[config.mk]
export PLATFORM = sky130hd
export DESIGN_NAME = mac_tile_simd
export DESIGN_NICKNAME = d
export VERILOG_FILES = /design/src/rtl/mac_tile_simd.sv
export SDC_FILE = /design/constraint.sdc
export NUM_CORES = 1
export LEC_CHECK = 0
export CAP_MARGIN = 5
export CELL_PAD_IN_SITES_DETAIL_PLACEMENT = 1
export CELL_PAD_IN_SITES_GLOBAL_PLACEMENT = 1
export CORE_MARGIN = 3
export CORE_UTILIZATION = 45
export DETAILED_ROUTE_END_ITERATION = 16
export PLACE_DENSITY_LB_ADDON = 0.1
export SKIP_LAST_GASP = 1
export SLEW_MARGIN = 20
export SYNTH_ARGS = -nofsm -noshare
export SYNTH_HDL_FRONTEND = slang
export SYNTH_SLANG_ARGS = --single-unit
[constraint.sdc]
create_clock -name clk -period 5.6 [get_ports clk]
set_clock_uncertainty 0.05 [all_clocks]
set_input_delay 1.12 -clock clk [delete_from_list [all_inputs] [get_ports clk]]
set_output_delay 1.12 -clock clk [all_outputs]
set_load 0.02 [all_outputs]
[src/rtl/mac_tile_simd.sv]
// Systolic PE: stationary weights, west->east activation/instruction pass, north->south psum.
// Optional MAC_TILE_WFLUSH_EN: inst_w==11 flushes the weights instead of acting as execute.
module mac_tile_simd #(
  parameter int bw      = 4,
  parameter int psum_bw = 16
) (
  input  logic               clk,
  input  logic               reset,
  input  logic [bw-1:0]      in_w,
  output logic [bw-1:0]      out_e,
  input  logic [1:0]         inst_w,
  output logic [1:0]         inst_e,
  input  logic [psum_bw-1:0] in_n,
  output logic [psum_bw-1:0] out_s,
  input  logic               act_mode
);

  localparam int HW = bw / 2;

  typedef enum logic [1:0] {
    W_EMPTY = 2'd0,
    W_HALF  = 2'd1,
    W_READY = 2'd2
  } wstate_t;

  wstate_t                   r_wstate;
  wstate_t                   w_wstate_nxt;
  logic [bw-1:0]             r_a;
  logic signed [bw-1:0]      r_b1;
  logic signed [bw-1:0]      r_b2;
  logic signed [psum_bw-1:0] r_c;
  logic [1:0]                r_inst;
  logic                      r_mode;

  logic w_load;
  logic w_exec;
  logic w_flush;
  logic w_wr_b1;
  logic w_wr_b2;

  logic [bw-1:0]             w_a_lo;
  logic [bw-1:0]             w_a_hi;
  logic signed [psum_bw-1:0] w_p0;
  logic signed [psum_bw-1:0] w_p1;
  logic signed [psum_bw-1:0] w_p2;

  // Unsigned activation times signed weight, both widened to the psum width.
  function automatic logic signed [psum_bw-1:0] mul_uw(input logic [bw-1:0] a,
                                                        input logic signed [bw-1:0] w);
    logic signed [psum_bw-1:0] ae;
    logic signed [psum_bw-1:0] we;
    ae = $signed({{(psum_bw-bw){1'b0}}, a});
    we = $signed({{(psum_bw-bw){w[bw-1]}}, w});
    return ae * we;
  endfunction

  // Instruction decode and weight-FSM next state
  always_comb begin
    w_flush      = 1'b0;
`ifdef MAC_TILE_WFLUSH_EN
    w_flush      = (inst_w == 2'b11);
`endif
    w_load       = (inst_w == 2'b01);
    w_exec       = inst_w[1] & ~w_flush;
    w_wstate_nxt = r_wstate;
    w_wr_b1      = 1'b0;
    w_wr_b2      = 1'b0;
    if (w_flush) begin
      w_wstate_nxt = W_EMPTY;
    end else if (w_load) begin
      case (r_wstate)
        W_EMPTY: begin
          w_wr_b1 = 1'b1;
          if (r_mode) begin
            w_wstate_nxt = W_HALF;
          end else begin
            w_wr_b2      = 1'b1;
            w_wstate_nxt = W_READY;
          end
        end
        W_HALF: begin
          w_wr_b2      = 1'b1;
          w_wstate_nxt = W_READY;
        end
        default: ;
      endcase
    end
  end

  always_ff @(posedge clk or posedge reset) begin
    if (reset) r_wstate <= W_EMPTY;
    else       r_wstate <= w_wstate_nxt;
  end

  // Register stage: weights, activation, psum, forwarded instruction
  always_ff @(posedge clk or posedge reset) begin
    if (reset) begin
      r_mode <= 1'b0;
      r_b1   <= '0;
      r_b2   <= '0;
      r_a    <= '0;
      r_c    <= '0;
      r_inst <= 2'b00;
    end else begin
      // SIMD mode is frozen once the first weight has been taken.
      if (r_wstate == W_EMPTY) r_mode <= act_mode;
      if (w_flush) begin
        r_b1 <= '0;
        r_b2 <= '0;
      end else begin
        if (w_wr_b1) r_b1 <= $signed(in_w);
        if (w_wr_b2) r_b2 <= $signed(in_w);
      end
      if ((inst_w != 2'b00) && !w_flush) r_a <= in_w;
      if (w_exec) r_c <= $signed(in_n);
      // Loads consumed here are not forwarded; only loads seen in W_READY go east.
      if (w_flush) r_inst <= 2'b11;
      else         r_inst <= {inst_w[1], inst_w[0] & ~inst_w[1] & (r_wstate == W_READY)};
    end
  end

  // Combinational MAC from the registered operands
  always_comb begin
    w_a_lo = {{(bw-HW){1'b0}}, r_a[HW-1:0]};
    w_a_hi = {{HW{1'b0}}, r_a[bw-1:HW]};
    w_p0   = mul_uw(r_a, r_b1);
    w_p1   = mul_uw(w_a_lo, r_b1);
    w_p2   = mul_uw(w_a_hi, r_b2);
    if (r_mode) out_s = r_c + w_p1 + w_p2;
    else        out_s = r_c + w_p0;
  end

  assign out_e  = r_a;
  assign inst_e = r_inst;

endmodule
Word-level counts from Yosys, hierarchy flattened
Cells that the tools add are included.

storage, ports and cells
  output and inout bits = 22
  logic and storage cells = 31
  flip-flop bits (word level) = 33
  input bits = 25

cells by class
  bitwise gates (word level) = 3
  multiplexer cells = 8
  multipliers = 3
  reductions and logical operators = 4
  add/sub/neg operators = 3
  equality and inequality tests = 3

operator list
  kind                                                             number
  16-bit by 7-bit adder with 16-bit output                         2
  16-bit by 9-bit adder with 16-bit output                         1
  16-bit two-way mux                                               1
  3-bit by 4-bit multiplier with 7-bit output                      2
  5-bit by 4-bit multiplier with 9-bit output                      1
  2-bit by 1-bit == test with 1-bit output, second input constant  2
  1-bit two-way mux                                                4
  2-bit case mux with 2 select lines                               1
  2-bit nonzero test                                               2
  1-bit AND                                                        2
  2-bit == test, second input constant                             1
  2-bit zero test                                                  1
  2-bit two-way mux                                                1
  1-bit case mux with 2 select lines                               1
  2-bit AND reduction                                              1
  1-bit NOT                                                        1

Depth between registers and ports, before layout
  depth after elaboration = 4
  gate-level depth with buffers = 17
  depth with buffers taken out = 16

Least setup slack after synthesis
No wires, ideal clock.

  kind = reg2out
  start = register r_a[0], in the netlist out_e[0]
  end = output out_s[15]
  path buffers = 1
  required time = 4.430 ns
  slack = -0.003 ns
  arrival time = 4.433 ns
  cell stages (with the launch flop) = 16
  cell sequence = dfrtp_1 -> clkbuf_1 -> and2_1 -> ha_1 -> inv_1 -> fa_1 -> fa_1 -> inv_1 -> fa_1 -> fa_1 -> a21oi_1 -> o211ai_1 -> a31oi_1 -> o21ai_0 -> xnor2_1 -> mux2i_1

between the ends
  cells in the longest elaborated chain, start to end = 4
  elaborated cells on any way between the ends = 6
  those cells by class = 3 x add/sub; 2 x mul; 1 x mux

RTL lines
  item                                                    RTL line  RTL
  start, declared                                         28        logic [bw-1:0] r_a;
  start signal, assigned                                  114       if ((inst_w != 2'b00) && !w_flush) r_a <= in_w;
  3-bit by 4-bit multiplier with 7-bit output             54        return ae * we;
  16-bit by 7-bit adder with 16-bit output (2 in series)  129       if (r_mode) out_s = r_c + w_p1 + w_p2;
  16-bit two-way mux (*)                                  129
  end, declared                                           14        output logic [psum_bw-1:0] out_s,

Every way passes the cells marked *; elsewhere a longest branch is shown, timed or not.

Worst setup path in the final report
  start = register r_a[1], in the netlist out_e[1]
  end = output out_s[9]

Same word-level chain as after synthesis.

==> run summary <==
The flow ran to the end, but the final reports show violations. The final reports fail on setup timing. In the final layout, the share of cells above drive strength 1 is 0.349. The number of endpoints failing setup at the final stage is 7. The clock transition time at the flip-flop clock pins of the worst setup and hold paths is 70 ps. The via count of the first global-routing pass is 4062.

The number of H-tree levels came out at 2. The number of hold-slack violations in the final timing report is 0. The number of synthesized register bits is 33.

The number of buffers created by CTS came out at 5. The number of warnings reported in the yosys synthesis log came out at 0. The flip-flop cell with the highest count after synthesis is sky130_fd_sc_hd__dfrtp_1. The share of the synthesized netlist area taken by xor and xnor gates came out at 0.0685. For this run, the total global-route usage over all layers was measured as 0.265.

In this run the count of I/O pins placed on the die edge is 47. By startpoint and endpoint, the worst setup path is classified as flop to output port. The number of antenna violations at the first check in global routing was 0. The data required time at the worst endpoint is 4430 ps. Detailed placement finished with a half-perimeter wire length of 9.35 mm. The die is 101 um tall. The antenna violation net count after detailed routing came out at 0.

The average wire per cell in the routed design came out at 23.5 um. The die extent in x is 101 um. The total length of routed wires is 15.3 mm. The post-layout net count is 668. The number of rows created at floorplan is 34.

The arithmetic-cell share of the synthesized area counting full adders, half adders and majority gates came out at 0.358. The insertion delay to the later sink of the worst-skew pair is 300 ps. The count of cell types in the netlist is 46. The netlist area before placement came out at 4090 um^2.

The portion of netlist area occupied by mux cells is 0.0841. The portion of the clock cycle consumed by the worst path in the final layout came out at 1.03. The synthesized instance count is 421. The minimum clock period is 5770 ps. The headroom to the max-slew limit is 0.298.

The final worst slack came out at -172 ps. The fraction of the mapped netlist area in compound gates is 0.127. The filler cells instantiated in the layout total 953. The arrival time of data at the critical path endpoint came out at 4600 ps.

The area of the placeable core came out at 8760 um^2. The final instance count without filler cells is 653. The actual transition at the worst max-transition pin is 1050 ps.

The number of max-cap violations is 0. The kind of start point of the critical path is a flop. The post-placement worst setup slack came out at -491 ps. The fraction of the yosys area taken by sequential cells came out at 0.202. The synthesized design spends more area on one cell type than any other, namely sky130_fd_sc_hd__ha_1. The initial core utilization is 0.467. The area share of the largest cell type after synthesis is 0.211.

The maximum number of pins on one net before global-route repair came out at 34. The worst hold slack across all endpoints came out at 500 ps. The average size of a mapped cell came out at 9.72 um^2. In the routed design, unresolved DRC markers number 0.

The routed layout has 3774 vias. The dominant combinational cell family by area after synthesis is adder cells. The number of buffers inserted by port buffering is 46. TritonCTS built the clock tree. The overflow left after global routing is 0.

The detailed router finished its first iteration with 194 violations. STA classifies the critical path endpoint as an output port. The first global-routing pass estimated 21.1 mm of wire. The placer congestion estimate is 0.893. After routing, the total negative slack on setup checks comes to -869 ps. The clock sink count came out at 33. The number of flops mapped to enable cells by yosys came out at 0.

After detailed placement, the design holds a cell count of 629. The hold buffer count at cts is 0. The area growth from synthesis to layout is 41.2%. The clock root buffer master is sky130_fd_sc_hd__clkbuf_8. The net count of the mapped netlist is 545.

The maximum buffer depth of the clock tree came out at 2. The total count of max-transition violations in the final report came out at 0. The pre-antenna-repair detailed-routing pass consisted of 4 iterations. The tightest min-delay check is of the flop to flop type. The maximum net fanout on the critical path came out at 6. The most used standard cell by instance count after synthesis is sky130_fd_sc_hd__ha_1.

The fraction of registers with async set/reset came out at 1.00. Setup repair after global routing could not meet its margin everywhere. The commonest cells after synthesis are 69 x sky130_fd_sc_hd__ha_1, 57 x sky130_fd_sc_hd__inv_1, 33 x sky130_fd_sc_hd__dfrtp_1. Ranked by total cell area, the synthesized netlist is headed by sky130_fd_sc_hd__ha_1 21%, sky130_fd_sc_hd__dfrtp_1 20%, sky130_fd_sc_hd__fa_1 15%. The fmax is 173 MHz. The post-detailed-route via-to-cell ratio is 5.78. The total die area is 10300 um^2. Of the total synthesized cell area, the portion taken by AND, OR, NAND and NOR gates is 0.102. The diode insertion count for antenna repair is 0.
[cells in the final DEF, fill, tap and decap left out, types with 3 or more instances in the layout]
master                            count
sky130_fd_sc_hd__nand2b_1             4
sky130_fd_sc_hd__o21ai_0             14
sky130_fd_sc_hd__nand4_1              3
sky130_fd_sc_hd__a21oi_2              4
sky130_fd_sc_hd__a21oi_4              3
sky130_fd_sc_hd__nand2_1             18
sky130_fd_sc_hd__clkdlybuf4s50_1     34
sky130_fd_sc_hd__ha_4                10
sky130_fd_sc_hd__nor2_1              20
sky130_fd_sc_hd__o22ai_1              3
sky130_fd_sc_hd__and2_4               6
sky130_fd_sc_hd__nor3_1               4
sky130_fd_sc_hd__xor2_1               7
sky130_fd_sc_hd__and2_1              12
sky130_fd_sc_hd__fa_2                 4
sky130_fd_sc_hd__ha_1                58
sky130_fd_sc_hd__xnor2_1             19
sky130_fd_sc_hd__inv_1               49
sky130_fd_sc_hd__clkbuf_8             5
sky130_fd_sc_hd__buf_4               74
sky130_fd_sc_hd__dfrtp_1             32
sky130_fd_sc_hd__inv_2                8
sky130_fd_sc_hd__a21o_1               5
sky130_fd_sc_hd__o21ai_1              4
sky130_fd_sc_hd__buf_6                9
sky130_fd_sc_hd__fa_1                26
sky130_fd_sc_hd__mux2i_1              3
sky130_fd_sc_hd__o211ai_1             3
sky130_fd_sc_hd__clkbuf_2             3
sky130_fd_sc_hd__a21oi_1             17
sky130_fd_sc_hd__mux2_2              27
sky130_fd_sc_hd__xnor2_2              4
sky130_fd_sc_hd__nand3_1              4
[sequential cells by signal (all words and copies together) (netlist names)]
register	count
out_e	4
r_b1	4
r_b2	4
inst_e	2
r_wstate	2
r_c	16
r_mode	1
[routing by layer]
metal,global-route usage,vias up,part of all wire
met4,0.0634,0,0.041
met5,0,-,0
met1,0.349,1900,0.42
met2,0.463,135,0.50
met3,0.0337,50,0.040
li1,-,1689,-
[kinds of logic (layout without fill, tap and decap cells)]
| group | Yosys count | after routing |
|---|---|---|
| mux | 31 | 31 |
| xor+xnor | 32 | 32 |
| flops | 33 | 33 |
| simple gates | 84 | 84 |
| fa+ha+maj | 99 | 99 |
| compound gates | 78 | 78 |
| buf+inv | 64 | 188 |
[repair_timing]
item                       4_1_cts  5_1_grt
pin swaps                       31       23
setup endpoints to repair       13       12
buffers inserted                10        6
cloned                           0        0
gates resized for setup         80       58
[layout make-up]
type	count	area, um^2	area share
Tap cell	108	135	0.0234
Timing Repair Buffer	123	1040	0.180
Clock buffer	5	68.8	0.0119
Clock inverter	3	46.3	0.00801
Sequential cell	33	827	0.143
Inverter	57	214	0.0370
Multi-Input combinational cell	324	3450	0.596
[worst max-delay path, cell delays in order, from the launching register on]
cell and delay (ps):
sky130_fd_sc_hd__dfrtp_1 450, sky130_fd_sc_hd__buf_6 180, sky130_fd_sc_hd__buf_4 140, sky130_fd_sc_hd__nor2_2 100, sky130_fd_sc_hd__fa_1 460, sky130_fd_sc_hd__fa_1 510
sky130_fd_sc_hd__inv_1 60, sky130_fd_sc_hd__fa_1 560, sky130_fd_sc_hd__inv_2 70, sky130_fd_sc_hd__ha_4 260, sky130_fd_sc_hd__o21ai_4 170, sky130_fd_sc_hd__o21bai_4 130
sky130_fd_sc_hd__o41ai_4 350, sky130_fd_sc_hd__buf_4 200, sky130_fd_sc_hd__nor2_1 70, sky130_fd_sc_hd__xnor2_2 150, sky130_fd_sc_hd__a21oi_1 160, sky130_fd_sc_hd__clkdlybuf4s15_2 280
[stage by stage]
| step | util | area (um^2) |
|---|---|---|
| final | 0.659 | 5780 |
| after global routing | 0.659 | 5780 |
| after CTS | 0.627 | 5490 |
| after detailed placement | 0.585 | 5120 |
| after global placement | 0.585 | 5120 |
| after floorplan | - | 4100 |
[worst paths after layout]
| kind | endpoint | slack (ps) | depth (start not counted) | start |
|---|---|---|---|---|
| setup / recovery | out_s[9] | -170 | 17 | out_e[1] |
| hold / removal | inst_e[0] | 500 | 1 | r_wstate[0] |
| setup reg to reg | r_b2[2] | 3180 | 3 | r_mode |
| hold reg to reg | inst_e[0] | 500 | 1 | r_wstate[0] |
| max in group asynchronous | r_b1[3] | 3980 | 3 | reset |
| min in group asynchronous | r_c[8] | 1180 | 3 | reset |
Power is not shown: default switching activity piles up to over one toggle a cycle in this logic, so the estimate is an artifact.
